<file path="src/rtl/regfile_access_scheduler.sv">
// regfile_access_scheduler
//
// Serialises every access to an RV32I register file that accepts either one
// write or one registered dual read per clock. Two requesters (core datapath
// and debug/monitor port) share the file through req/gnt/done handshakes.
// A write takes ISSUE -> DONE, a read takes ISSUE -> CAPT -> DONE, and the
// scheduler always returns to IDLE for one cycle between accesses.
//
// Ports
//   clk, rst                  rising-edge clock, asynchronous active-high reset
//   core_req/we/rd/rs1/rs2/wdata  core request and its fields (held until gnt)
//   core_gnt, core_done       one-cycle pulses: accepted / complete
//   dbg_*                     debug requester, same meaning as core_*
//   rdata1, rdata2            read results, updated only at the end of CAPT
//   busy                      high whenever the scheduler is not in IDLE
//   rf_we, rf_rd, rf_rs1, rf_rs2, rf_wdata   register file control inputs
//   rf_out1, rf_out2          register file registered read outputs
//
// Build option
//   RR_ARB_EN  when defined, simultaneous requests alternate between the two
//              requesters (last_grant register); otherwise core always wins.
//
// Every output is driven straight from a flop.

module regfile_access_scheduler #(
    parameter int XLEN = 32,
    parameter int AW   = 5
) (
    input  logic            clk,
    input  logic            rst,

    input  logic            core_req,
    input  logic            core_we,
    input  logic [AW-1:0]   core_rd,
    input  logic [AW-1:0]   core_rs1,
    input  logic [AW-1:0]   core_rs2,
    input  logic [XLEN-1:0] core_wdata,
    output logic            core_gnt,
    output logic            core_done,

    input  logic            dbg_req,
    input  logic            dbg_we,
    input  logic [AW-1:0]   dbg_rd,
    input  logic [AW-1:0]   dbg_rs1,
    input  logic [AW-1:0]   dbg_rs2,
    input  logic [XLEN-1:0] dbg_wdata,
    output logic            dbg_gnt,
    output logic            dbg_done,

    output logic [XLEN-1:0] rdata1,
    output logic [XLEN-1:0] rdata2,
    output logic            busy,

    output logic            rf_we,
    output logic [AW-1:0]   rf_rd,
    output logic [AW-1:0]   rf_rs1,
    output logic [AW-1:0]   rf_rs2,
    output logic [XLEN-1:0] rf_wdata,
    input  logic [XLEN-1:0] rf_out1,
    input  logic [XLEN-1:0] rf_out2
);

    typedef enum logic [1:0] {
        IDLE  = 2'd0,
        ISSUE = 2'd1,
        CAPT  = 2'd2,
        DONE  = 2'd3
    } state_t;

    localparam logic OWN_CORE = 1'b0;
    localparam logic OWN_DBG  = 1'b1;

    state_t          state_q, state_d;
    logic            owner_q, owner_d;
    logic            op_we_q, op_we_d;
    logic            rf_we_q, rf_we_d;
    logic [AW-1:0]   rf_rd_q, rf_rd_d;
    logic [AW-1:0]   rf_rs1_q, rf_rs1_d;
    logic [AW-1:0]   rf_rs2_q, rf_rs2_d;
    logic [XLEN-1:0] rf_wdata_q, rf_wdata_d;
    logic            core_gnt_q, core_gnt_d;
    logic            dbg_gnt_q, dbg_gnt_d;
    logic            core_done_q, core_done_d;
    logic            dbg_done_q, dbg_done_d;
    logic            busy_q, busy_d;
    logic [XLEN-1:0] rdata1_q, rdata1_d;
    logic [XLEN-1:0] rdata2_q, rdata2_d;
`ifdef RR_ARB_EN
    logic            last_grant_q, last_grant_d;
`endif

    logic            req_any;
    logic            pick_dbg;
    logic            sel_we;
    logic [AW-1:0]   sel_rd;
    logic [AW-1:0]   sel_rs1;
    logic [AW-1:0]   sel_rs2;
    logic [XLEN-1:0] sel_wdata;

    assign req_any = core_req | dbg_req;

    // Winner selection; only consulted in IDLE. With round robin, a tie goes
    // to whoever did not win last time; a lone requester always wins.
    always_comb begin
        pick_dbg = dbg_req & ~core_req;
`ifdef RR_ARB_EN
        if (core_req && dbg_req) begin
            pick_dbg = (last_grant_q == OWN_CORE);
        end
`endif
    end

    assign sel_we    = pick_dbg ? dbg_we    : core_we;
    assign sel_rd    = pick_dbg ? dbg_rd    : core_rd;
    assign sel_rs1   = pick_dbg ? dbg_rs1   : core_rs1;
    assign sel_rs2   = pick_dbg ? dbg_rs2   : core_rs2;
    assign sel_wdata = pick_dbg ? dbg_wdata : core_wdata;

    always_ff @(posedge clk or posedge rst) begin
        if (rst) begin
            state_q <= IDLE;
        end else begin
            state_q <= state_d;
        end
    end

    always_comb begin
        state_d = state_q;
        case (state_q)
            IDLE:    if (req_any) state_d = ISSUE;
            ISSUE:   state_d = op_we_q ? DONE : CAPT;
            CAPT:    state_d = DONE;
            DONE:    state_d = IDLE;
            default: state_d = IDLE;
        endcase
    end

    // Next values of all registered outputs. Pulses (gnt, done, rf_we) are
    // computed one state early so that they are high during the state that
    // owns them.
    always_comb begin
        owner_d     = owner_q;
        op_we_d     = op_we_q;
        rf_rd_d     = rf_rd_q;
        rf_rs1_d    = rf_rs1_q;
        rf_rs2_d    = rf_rs2_q;
        rf_wdata_d  = rf_wdata_q;
        rdata1_d    = rdata1_q;
        rdata2_d    = rdata2_q;
        rf_we_d     = 1'b0;
        core_gnt_d  = 1'b0;
        dbg_gnt_d   = 1'b0;
        core_done_d = 1'b0;
        dbg_done_d  = 1'b0;
        busy_d      = (state_d != IDLE);
`ifdef RR_ARB_EN
        last_grant_d = last_grant_q;
`endif
        case (state_q)
            IDLE: begin
                if (req_any) begin
                    owner_d    = pick_dbg;
                    op_we_d    = sel_we;
                    rf_rd_d    = sel_rd;
                    rf_rs1_d   = sel_rs1;
                    rf_rs2_d   = sel_rs2;
                    rf_wdata_d = sel_wdata;
                    // x0 is immutable, so a write to it never reaches the file.
                    rf_we_d    = sel_we & (sel_rd != '0);
                    core_gnt_d = ~pick_dbg;
                    dbg_gnt_d  = pick_dbg;
`ifdef RR_ARB_EN
                    last_grant_d = pick_dbg;
`endif
                end
            end
            ISSUE: begin
                if (op_we_q) begin
                    core_done_d = (owner_q == OWN_CORE);
                    dbg_done_d  = (owner_q == OWN_DBG);
                end
            end
            CAPT: begin
                // The file may return anything for x0; reads of x0 are zero.
                rdata1_d    = (rf_rs1_q == '0) ? '0 : rf_out1;
                rdata2_d    = (rf_rs2_q == '0) ? '0 : rf_out2;
                core_done_d = (owner_q == OWN_CORE);
                dbg_done_d  = (owner_q == OWN_DBG);
            end
            default: ;
        endcase
    end

    always_ff @(posedge clk or posedge rst) begin
        if (rst) begin
            owner_q     <= OWN_CORE;
            op_we_q     <= 1'b0;
            rf_we_q     <= 1'b0;
            rf_rd_q     <= '0;
            rf_rs1_q    <= '0;
            rf_rs2_q    <= '0;
            rf_wdata_q  <= '0;
            core_gnt_q  <= 1'b0;
            dbg_gnt_q   <= 1'b0;
            core_done_q <= 1'b0;
            dbg_done_q  <= 1'b0;
            busy_q      <= 1'b0;
            rdata1_q    <= '0;
            rdata2_q    <= '0;
        end else begin
            owner_q     <= owner_d;
            op_we_q     <= op_we_d;
            rf_we_q     <= rf_we_d;
            rf_rd_q     <= rf_rd_d;
            rf_rs1_q    <= rf_rs1_d;
            rf_rs2_q    <= rf_rs2_d;
            rf_wdata_q  <= rf_wdata_d;
            core_gnt_q  <= core_gnt_d;
            dbg_gnt_q   <= dbg_gnt_d;
            core_done_q <= core_done_d;
            dbg_done_q  <= dbg_done_d;
            busy_q      <= busy_d;
            rdata1_q    <= rdata1_d;
            rdata2_q    <= rdata2_d;
        end
    end

`ifdef RR_ARB_EN
    // Reset leaves the debug port as last winner so the core wins the first tie.
    always_ff @(posedge clk or posedge rst) begin
        if (rst) begin
            last_grant_q <= OWN_DBG;
        end else begin
            last_grant_q <= last_grant_d;
        end
    end
`endif

    assign core_gnt  = core_gnt_q;
    assign core_done = core_done_q;
    assign dbg_gnt   = dbg_gnt_q;
    assign dbg_done  = dbg_done_q;
    assign rdata1    = rdata1_q;
    assign rdata2    = rdata2_q;
    assign busy      = busy_q;
    assign rf_we     = rf_we_q;
    assign rf_rd     = rf_rd_q;
    assign rf_rs1    = rf_rs1_q;
    assign rf_rs2    = rf_rs2_q;
    assign rf_wdata  = rf_wdata_q;

endmodule
</file>
<file path="config.mk">
export PLATFORM = sky130hd
export DESIGN_NAME = regfile_access_scheduler
export DESIGN_NICKNAME = d
export VERILOG_FILES = /design/src/rtl/regfile_access_scheduler.sv
export SDC_FILE = /design/constraint.sdc
export NUM_CORES = 1
export LEC_CHECK = 0
export ABC_AREA = 1
export CAP_MARGIN = 25
export CORE_MARGIN = 3
export CORE_UTILIZATION = 35
export CTS_CLUSTER_DIAMETER = 80
export DETAILED_ROUTE_END_ITERATION = 10
export GPL_TIMING_DRIVEN = 0
export PLACE_DENSITY = 0.85
export SLEW_MARGIN = 20
export SYNTH_ARGS = -nofsm -noshare
export SYNTH_HDL_FRONTEND = slang
export SYNTH_SLANG_ARGS = --single-unit
</file>
<file path="constraint.sdc">
create_clock -name clk -period 8.65 [get_ports clk]
set_input_delay 0.865 -clock clk [delete_from_list [all_inputs] [get_ports clk]]
set_output_delay 0.865 -clock clk [all_outputs]
set_load 0.01 [all_outputs]
</file>
### Word-level counts from Yosys, hierarchy flattened

Index checks and enable logic that the tools add are counted.

* memories: 0
* bits in read-only memories: 0
* memory bits (writable): 0
* logic and storage cells: 50
* register bits after elaboration: 121
* output and inout port bits: 117
* bits in latches: 0
* input bits: 164

* shift-type cells: 0
* divide/modulo/power cells: 0
* equal/unequal tests: 3
* bitwise operators: 6
* magnitude comparators: 0
* reduce and logical (&&, ||, !) cells: 6
* add/sub/neg operators: 0
* mux-type cells: 20
* multipliers: 0

Operators by type and width (count)
* 32-bit two-way mux: 3
* 5-bit two-way mux: 3
* 5-bit zero test: 2
* 1-bit two-way mux: 10
* 2-bit case mux with 4 select lines: 1
* 5-bit nonzero test: 1
* 2-bit == test, second input constant: 2
* 1-bit case mux with 2 select lines: 2
* 1-bit inverter: 3
* 1-bit AND: 2
* 2-bit by 1-bit == test with 1-bit output, second input constant: 1
* 2-bit zero test: 1
* 2-bit two-way mux: 1
* 2-bit AND reduction: 1
* 2-bit nonzero test: 1
* 1-bit bitwise OR: 1

### Depth between registers and ports, before layout

Gate-level depths: netlist (run 1).

* depth after elaboration: 7
* depth in mapped cells: 9
* depth with buffers taken out: 8

### Least setup slack after synthesis (run 1)

Ideal clock, no wire load.

* path type: in2reg
* start point: in core_req
* end point: reg rf_we_q, in the netlist rf_we
* cell stages on the path: 6
* required time: 8.528 ns
* arrival time: 1.427 ns
* setup time: 0.122 ns
* buffers on the path: 0
* path slack: 7.101 ns
* cells stage by stage: inv_1 nand2_2 o21ai_0 nand2_1 nor2_1 nor2_1

* longest elaborated chain between the ends: 7
* elaborated cells on any way between the ends: 9
* classes of those cells: 4 x mux; 4 x bitwise; 1 x reduce/logical

Ends and longest elaborated chain
* start, declared: RTL line 32 `input logic core_req,`
* 1-bit inverter: RTL line 105 `pick_dbg = dbg_req & ~core_req;`
* 1-bit AND: RTL line 105
* 5-bit two-way mux: RTL line 114 `assign sel_rd = pick_dbg ? dbg_rd : core_rd;`
* 5-bit nonzero test: RTL line 169 `rf_we_d = sel_we & (sel_rd != '0);`
* 1-bit AND: RTL line 169
* 1-bit two-way mux (*): RTL line 161 `if (req_any) begin`
* 1-bit two-way mux (*): RTL line 159 `case (state_q)`
* named net rf_we_d: RTL line 76 `logic rf_we_q, rf_we_d;`
* end signal, assigned: RTL line 213 `rf_we_q <= rf_we_d;`
* end, declared: RTL line 76

Mark *: on every way through the listed nets, which the timed path passes. The rest lies on a longest branch.
A chain may end at the register's enable or synchronous reset.

### Final worst setup path (run 1)

* start point: reg rf_rs1_q[4], in the netlist rf_rs1[4]
* end point: out rf_rs1[4]

RTL lines
* start, declared: RTL line 78 `logic [AW-1:0] rf_rs1_q, rf_rs1_d;`
* start signal, assigned: RTL line 215 `rf_rs1_q <= rf_rs1_d;`
* end, declared: RTL line 56 `output logic [AW-1:0] rf_rs1,`

No word-level cell between the ends.

==> flow_metrics.py, run 1 <==
metrics = {
    "logic_synthesis": {
        "ys_ff_latch": 121,
        "synth_warnings": 0,
        "yosysTopAreaCellShare": 0.589,
        "synth_common_cells": "nand2_1, dfrtp_1, nand3_1",
        "synth_most_common_cell": "nand2_1",
        "synth_ff_type": "dfrtp_1",
        "synthCells": 591,
        "synth_cell_type_count": 19,
        "synth_area_leaders": "dfrtp_1, nand2_1, nand3_1",
        "synth.largest_area_cell": "dfrtp_1",
        "synth_fp_nets": 758,
        "ys_seq_area_frac": 0.589,
        "syn_area_um2": 5140,
        "synth_edf_count": 0,
        "synth_area_per_cell_um2": 8.70,
        "async_flop_share": 1.00,
    },
    "global_routing": {
        "grt_remaining_overflow": 0,
        "grt_max_degree": 64,
        "grt_pass1_vias": 5315,
        "grt_usage": 0.216,
        "grt_pass1_wl_um": 27100,
        "antenna_found_initial": 0,
    },
    "cts": {
        "cts_resized": 0,
        "hold_buffers": 0,
        "cts_max_path_buffers": 2,
        "cts.clk_slew.worst_paths_ns": 0.06,
        "clock_sinks": 121,
        "cts_buffers": 17,
        "clockRootBuffer": "clkbuf_16",
        "cts_tree": "done",
        "post_cts_buffers": 0,
        "htreeDepth": 4,
        "insertion_delay_ns": 0.41,
    },
    "placed_design": {
        "hpwl_um": 13500,
        "port_buffers": 280,
        "gp_congestion": 0.851,
        "place_area_um2": 8200,
    },
    "power_and_ir_drop": {
        "totalPowerFinal_mw": 3.13,
        "p_leak_nw": 4.08,
        "powerDensity_nw_per_um2": 356,
        "vdd_drop_max_v": 0.000173,
    },
    "die": {
        "dieWidth_um": 127,
        "core_um2": 14100,
        "design.die.area_um2": 16200,
        "initial_core_util": 0.363,
        "num_rows": 43,
        "io-pin-count": 281,
        "die_y_um": 127,
    },
    "setup_path": {
        "crit_path_max_fanout": 3,
        "start_kind": "flop",
        "critPathRequiredTime_ns": 7.79,
        "crit_family": "buffers and inverters",
        "cp.arrival_ns": 1.38,
        "crit_buf_inv": 1,
        "crit_start": "rf_rs1[4]",
        "critical-path-slowest-cell": "clkdlybuf4s50_1",
        "crit_path_end_kind": "output pin",
        "timing.rr.start": "rf_rs1[3]",
        "cp_slowest_stage_delay_ns": 0.58,
        "critPathKind": "reg -> out",
        "crit_chain": "clkdlybuf4s50_1",
    },
    "final_layout": {
        "drive_gt1_frac": 0.0830,
        "n_antenna_cell": 0,
        "stdcell_area_um2": 8800,
        "syn2layout_area_growth_pct": 71.1,
        "fin_nets": 1058,
    },
    "detailed_routing": {
        "via_per_inst": 4.83,
        "via_count": 5240,
        "drc": 0,
        "ant_nets": 0,
        "routed_wl_um": 17700,
        "drtIter0Drc": 259,
        "drtPass1Iterations": 5,
        "wire_per_inst_um": 16.3,
    },
    "timing": {
        "finalSetupViolCount": 0,
        "skew_ns": 0.00763,
        "finalHoldViolations": 0,
        "maxSlewViolCount": 0,
        "rsz0062_at_grt": "false",
        "holdWs_ns": 0.423,
        "final.setup.tns_ns": 0,
        "finalCritPeriodShare": 0.259,
        "slew_headroom": 0.641,
        "layout_min_cycle_time_ns": 2.24,
        "tightestPinTransition_ns": 0.538,
        "max_freq_ghz": 0.446,
    },
    "run_status": {
        "status": "completed",
    },
    "worst_hold_path": {
        "holdCritStartpoint": "owner_q",
        "hp-class": "reg -> reg",
    },
    "job": {
        "cap_violations": 0,
    },
}
-- worst paths after layout --
check / to / slack [ns] / cells past startpoint
setup reg to reg: rdata1[26] / 6.86 / 5
hold reg to reg: core_done / 0.42 / 1
min in group asynchronous: rdata2[19] / 0.89 / 2
setup / recovery: rf_rs1[4] / 6.41 / 1
hold / removal: core_done / 0.42 / 1
max in group asynchronous: rdata1[20] / 7.06 / 3
-- metrics by stage --
stage / utilization / cells / setup WS [ns]
2_1_floorplan: - / 591 / 4.57
3_3_place_gp: 0.577 / 1051 / 2.82
3_5_place_dp: 0.580 / 1052 / 6.23
4_1_cts: 0.622 / 1084 / 6.38
5_1_grt: 0.622 / 1084 / 6.34
6_report: 0.622 / 1084 / 6.41
-- flip-flops by register name, summed over array words and instances, names as in the netlist, 2 cells and up --
| name | count |
|---|---|
| rdata2 | 32 |
| state_q | 2 |
| rdata1 | 32 |
| rf_rs2 | 5 |
| rf_rs1 | 5 |
| rf_wdata | 32 |
| rf_rd | 5 |
-- power by group --
| group | switching (mW) | internal (mW) |
|---|---|---|
| sequential | 0.140 | 0.826 |
| clock | 0.255 | 0.459 |
| combinational | 0.740 | 0.714 |
-- layer usage --
| metal | vias to the layer above | global-route usage | wire length [um] |
|---|---|---|---|
| met5 | - | 0 | 0 |
| met4 | 0 | 0.0801 | 418 |
| met3 | 32 | 0.0941 | 1780 |
| met2 | 250 | 0.364 | 8600 |
| met1 | 2440 | 0.243 | 6870 |
| li1 | 2518 | - | - |
-- logic make-up after synthesis --
| logic type | synth area share |
|---|---|
| fa+ha+maj | 0.00730 |
| simple gates | 0.248 |
| buf+inv | 0.0618 |
| compound gates | 0.0942 |
| flops | 0.589 |
-- placed cells by master (no fill, tap or decap) --
cell / n
buf_2: 26
o21ai_0: 51
clkbuf_1: 4
o22ai_1: 5
buf_4: 5
clkinvlp_4: 1
inv_1: 20
dfrtp_1: 121
or2_2: 1
buf_16: 1
clkbuf_16: 17
nand2_2: 3
nor3_1: 2
clkdlybuf4s50_1: 280
o211ai_1: 1
o21ai_1: 38
clkbuf_8: 1
nand3_1: 69
nand2_1: 188
nor2_4: 1
nor2_1: 47
buf_6: 5
inv_2: 2
clkinv_2: 5
ha_1: 3
clkinv_4: 2
inv_6: 2
bufinv_16: 3
-- cell type report --
| class | instances | area [um2] |
|---|---|---|
| tap | 180 | 225 |
| inverter | 23 | 91.3 |
| fill | 1199 | 5350 |
| clock buffer | 20 | 447 |
| multi-input combinational | 409 | 1800 |
| timing repair buffer | 281 | 2830 |
| clock inverter | 12 | 149 |
| buffer | 38 | 231 |
| sequential | 121 | 3030 |
(Power assumes the default switching activity.)
==> run 2: changes to the inputs <==
--- a/config.mk
+++ b/config.mk
@@ -12,7 +12,7 @@
 export CTS_CLUSTER_DIAMETER = 80
 export DETAILED_ROUTE_END_ITERATION = 10
 export GPL_TIMING_DRIVEN = 0
-export PLACE_DENSITY = 0.85
+export PLACE_DENSITY = 0.87
 export SLEW_MARGIN = 20
 export SYNTH_ARGS = -nofsm -noshare
 export SYNTH_HDL_FRONTEND = slang
==> constraint.sdc (replaced) <==
create_clock -name clk -period 1.9 [get_ports clk]
set_input_delay 0.19 -clock clk [delete_from_list [all_inputs] [get_ports clk]]
set_output_delay 0.19 -clock clk [all_outputs]
set_load 0.01 [all_outputs]
==> run 2 against run 1 <==
Against the previous run: total power grew to 4.6 times the previous value; non-clock buffer count is 3 higher; via count is 1.1% lower; register-to-register slack worse by 6.6 ns; setup slack worse by 6.2 ns; final cell count is 0.28% higher; critical endpoint is now rf_wdata[24]; largest power group unchanged.
==> flow_metrics.py, run 2 (synthesis gave the netlist of run 1 again) <==
metrics = {
    "power_and_ir_drop": {
        "seq_power_share": 0.307,
        "vdd_drop_max_v": 0.000726,
        "switching_share": 0.357,
        "p_leak_nw": 4.10,
        "p_int_mw": 9.18,
        "totalPowerFinal_mw": 14.3,
        "powerDensity_nw_per_um2": 1610,
        "net-switching-power_mw": 5.11,
        "comb_power_share": 0.461,
        "p_clk_frac": 0.232,
    },
    "setup_path": {
        "start_kind": "flop",
        "reg2reg_slack_ns": 0.23,
        "timing.rr.start": "state_q[0]",
        "critPathKind": "reg -> reg",
        "crit_path_max_fanout": 10,
        "reg2reg_depth": 8,
        "worstReg2RegEnd": "rf_wdata[24]",
        "crit_path_end_kind": "flop",
        "cp.arrival_ns": 2.00,
        "critPathRequiredTime_ns": 2.23,
    },
    "global_routing": {
        "grt_max_degree": 33,
        "antenna_found_initial": 0,
        "grt_usage": 0.216,
        "grt_pass1_wl_um": 27500,
        "grt_pass1_vias": 5465,
        "grt_remaining_overflow": 0,
    },
    "cts": {
        "hold_buffers": 0,
        "clock_sinks": 121,
        "clockRootBuffer": "clkbuf_16",
        "post_cts_buffers": 0,
        "cts_max_path_buffers": 2,
        "cts_buffers": 17,
        "htreeDepth": 4,
        "cts.clk_slew.worst_paths_ns": 0.06,
        "insertion_delay_ns": 0.40,
        "cts_tree": "done",
        "cts_resized": 0,
    },
    "detailed_routing": {
        "drc": 0,
        "wire_per_inst_um": 16.0,
        "via_per_inst": 4.77,
        "via_count": 5184,
        "drtPass1Iterations": 4,
        "routed_wl_um": 17400,
        "drtIter0Drc": 230,
        "ant_nets": 0,
    },
    "die": {
        "initial_core_util": 0.363,
        "die_y_um": 127,
        "dieWidth_um": 127,
        "io-pin-count": 281,
        "core_um2": 14100,
        "design.die.area_um2": 16200,
        "num_rows": 43,
    },
    "timing": {
        "holdWs_ns": 0.141,
        "slew_headroom": 0.667,
        "skew_ns": 0.0116,
        "maxSlewViolCount": 0,
        "layout_min_cycle_time_ns": 1.67,
        "max_freq_ghz": 0.599,
        "finalHoldViolations": 0,
        "finalSetupViolCount": 0,
        "finalCritPeriodShare": 0.878,
        "tightestPinTransition_ns": 0.500,
        "rsz0062_at_grt": "false",
    },
    "placed_design": {
        "place_inst": 1055,
        "gp_congestion": 0.836,
        "place_area_um2": 8250,
        "port_buffers": 280,
        "hpwl_um": 13600,
    },
    "final_layout": {
        "drive_gt1_frac": 0.0871,
        "final_common_cell": "clkdlybuf4s50_1",
        "layout.cells.non_filler": 1087,
        "stdcell_area_um2": 8870,
        "fin_util": 0.627,
        "syn2layout_area_growth_pct": 72.5,
        "n_antenna_cell": 0,
        "fin_nets": 1061,
        "most-common-layout-cells": "clkdlybuf4s50_1, nand2_1, dfrtp_1",
    },
    "job": {
        "cap_violations": 0,
    },
    "run_status": {
        "status": "completed",
    },
    "worst_hold_path": {
        "hp-class": "in -> async",
    },
}
run 2: changes by cell type in the layout (fill, tap and decap cells not counted):
cell,change
clkinv_2,-2
inv_6,-2
clkinvlp_4,+3
buf_16,-1
clkbuf_8,+2
clkbuf_1,-1
buf_12,+4
run 2: layout make-up:
cell class	count	area, um2
Clock inverter	11	145
Multi-Input combinational cell	409	1800
Sequential cell	121	3030
Tap cell	180	225
Fill cell	1180	5280
Timing Repair Buffer	284	2880
Inverter	23	90.1
Clock buffer	21	470
Buffer	38	231
run 2: how the worst max path moves through the flow:
stage	from	endpoint	slack (ns)	cells after the start
4_1_cts	state_q[0]	rf_wdata[24]	0.20	8
3_3_place_gp	rst	rf_wdata[8]	-0.93	2
5_1_grt	state_q[0]	rf_wdata[19]	0.009	8
3_5_place_dp	dbg_req	rf_wdata[20]	0.16	7
6_report	state_q[0]	rf_wdata[24]	0.23	8
2_1_floorplan	rst	busy	0.23	1
run 2: worst max-delay path, stage by stage (launching register included):
cell	delay (ns)
dfrtp_1	0.35
inv_1	0.08
ha_1	0.26
nand2_2	0.10
nand2_2	0.08
inv_2	0.11
clkbuf_1	0.42
nand2_1	0.12
o21ai_1	0.09
run 2: power groups by stage:
stage               clock network, mW  logic (mW)  registers, mW
CTS                              3.38        6.68           4.39
floorplan                           0        2.57           4.88
detailed placement                  0        6.65           4.41
global placement                    0        6.48           4.35
global route                     3.49        7.27           4.52
finish                           3.32        6.59           4.38
run 2: layer usage:
metal	share of wire	global-route usage	wire length, um	up-vias
met2	0.49	0.378	8590	238
met3	0.10	0.0865	1760	28
met1	0.39	0.238	6710	2394
li1	-	-	-	2524
met4	0.021	0.0726	370	0
met5	0	0	0	-
run 2: metrics by stage:
step | worst slack (ns) | setup TNS (ns)
after floorplan | 0.227 | 0
after global placement | -0.933 | -111.73
after detailed placement | 0.156 | 0
after CTS | 0.197 | 0
after global routing | 0.00935 | 0
final | 0.231 | 0
==> run 3: changes to the inputs <==
--- a/config.mk
+++ b/config.mk
@@ -6,7 +6,7 @@
 export NUM_CORES = 1
 export LEC_CHECK = 0
 export ABC_AREA = 1
-export CAP_MARGIN = 25
+export CAP_MARGIN = 10
 export CORE_MARGIN = 3
 export CORE_UTILIZATION = 35
 export CTS_CLUSTER_DIAMETER = 80
==> run 3 against run 2 <==
Against the previous run: flip-flop and latch count unchanged; routed wire length unchanged; design area unchanged; setup slack unchanged; sequential power about the same; critical endpoint unchanged; largest cell class unchanged.
==> flow_metrics.py, run 3 (synthesis gave the netlist of run 1 again) <==
metrics = {
    "timing": {
        "finalCritPeriodShare": 0.878,
        "max_freq_ghz": 0.599,
        "skew_ns": 0.0116,
        "tightestPinTransition_ns": 0.500,
        "rsz0062_at_grt": "false",
        "finalSetupViolCount": 0,
        "layout_min_cycle_time_ns": 1.67,
        "finalHoldViolations": 0,
        "final.setup.tns_ns": 0,
        "maxSlewViolCount": 0,
        "slew_headroom": 0.667,
        "holdWs_ns": 0.141,
    },
    "setup_path": {
        "crit_chain": "inv_1, ha_1, nand2_2, nand2_2, inv_2, clkbuf_1, nand2_1, o21ai_1",
        "cp_slowest_stage_delay_ns": 0.42,
        "crit_path_end_kind": "flop",
        "crit_path_max_fanout": 10,
        "cp_common_cell": "nand2_2",
        "critPathRequiredTime_ns": 2.23,
        "critical-path-slowest-cell": "clkbuf_1",
        "start_kind": "flop",
        "critPathKind": "reg -> reg",
        "reg2reg_depth": 8,
        "cp.arrival_ns": 2.00,
    },
    "global_routing": {
        "grt_usage": 0.216,
        "grt_pass1_wl_um": 27500,
        "grt_max_degree": 33,
        "grt_pass1_vias": 5465,
        "antenna_found_initial": 0,
        "grt_remaining_overflow": 0,
    },
    "die": {
        "num_rows": 43,
        "dieWidth_um": 127,
        "design.die.area_um2": 16200,
        "core_um2": 14100,
        "io-pin-count": 281,
        "initial_core_util": 0.363,
        "die_y_um": 127,
    },
    "final_layout": {
        "layout.cells.non_filler": 1087,
        "drive_gt1_frac": 0.0871,
        "syn2layout_area_growth_pct": 72.5,
        "n_antenna_cell": 0,
        "final_common_cell": "clkdlybuf4s50_1",
        "fin_nets": 1061,
        "most-common-layout-cells": "clkdlybuf4s50_1, nand2_1, dfrtp_1",
    },
    "detailed_routing": {
        "drtIter0Drc": 230,
        "routed_wl_um": 17400,
        "drtPass1Iterations": 4,
        "ant_nets": 0,
        "wire_per_inst_um": 16.0,
        "via_per_inst": 4.77,
        "via_count": 5184,
        "drc": 0,
    },
    "cts": {
        "clockRootBuffer": "clkbuf_16",
        "post_cts_buffers": 0,
        "cts_buffers": 17,
        "cts.clk_slew.worst_paths_ns": 0.06,
        "cts_tree": "done",
        "htreeDepth": 4,
        "clock_sinks": 121,
        "hold_buffers": 0,
        "cts_max_path_buffers": 2,
        "cts_resized": 0,
        "insertion_delay_ns": 0.40,
    },
    "placed_design": {
        "port_buffers": 280,
        "gp_congestion": 0.836,
        "place_inst": 1055,
        "hpwl_um": 13600,
    },
    "run_status": {
        "status": "completed",
    },
    "power_and_ir_drop": {
        "totalPowerFinal_mw": 14.3,
        "p_leak_nw": 4.10,
        "powerDensity_nw_per_um2": 1610,
        "vdd_drop_max_v": 0.000726,
    },
    "worst_hold_path": {
        "hp-class": "in -> async",
    },
    "job": {
        "cap_violations": 0,
    },
}
run 3: area by class of cell:
class | count | area (um2)
timing repair buffer | 284 | 2880
inverter | 23 | 90.1
buffer | 38 | 231
fill | 1180 | 5280
tap | 180 | 225
clock inverter | 11 | 145
clock buffer | 21 | 470
multi-input combinational | 409 | 1800
sequential | 121 | 3030
run 3: metrics by stage:
| step | instance area [um2] | setup WS [ns] | util |
|---|---|---|---|
| 3_5_place_dp | 8250 | 0.156 | 0.583 |
| 2_1_floorplan | 5140 | 0.227 | - |
| 6_report | 8870 | 0.231 | 0.627 |
| 3_3_place_gp | 8170 | -0.933 | 0.578 |
| 4_1_cts | 8870 | 0.197 | 0.627 |
| 5_1_grt | 8870 | 0.00935 | 0.627 |
run 3: worst paths after layout:
check	start	endpoint	slack, ns
hold reg to reg	owner_q	core_done	0.42
max in group asynchronous	rst	rf_wdata[16]	1.05
setup / recovery	state_q[0]	rf_wdata[24]	0.23
min in group clk	rf_out2[15]	rdata2[15]	0.34
setup reg to reg	state_q[0]	rf_wdata[24]	0.23
hold / removal	rst	rdata1[28]	0.14
run 3: worst max-delay path: cells and delay by family (launching register included):
family	cells	cell delay (ns)
flops	1	0.35
buf+inv	3	0.61
simple gates	3	0.30
fa+ha+maj	1	0.26
compound gates	1	0.09
run 3: metal layers:
layer | vias to the layer above | GRT usage | part of all wire
met5 | - | 0 | 0
met4 | 0 | 0.0726 | 0.021
met3 | 28 | 0.0865 | 0.10
met2 | 238 | 0.378 | 0.49
met1 | 2394 | 0.238 | 0.39
li1 | 2524 | - | -
run 3: report_power, final:
group          total (mW)  leakage, nW  internal, mW  switching [mW]
registers            4.38         1.52          3.76           0.624
logic                6.59         2.28          3.26            3.33
clock network        3.32        0.295          2.16            1.16
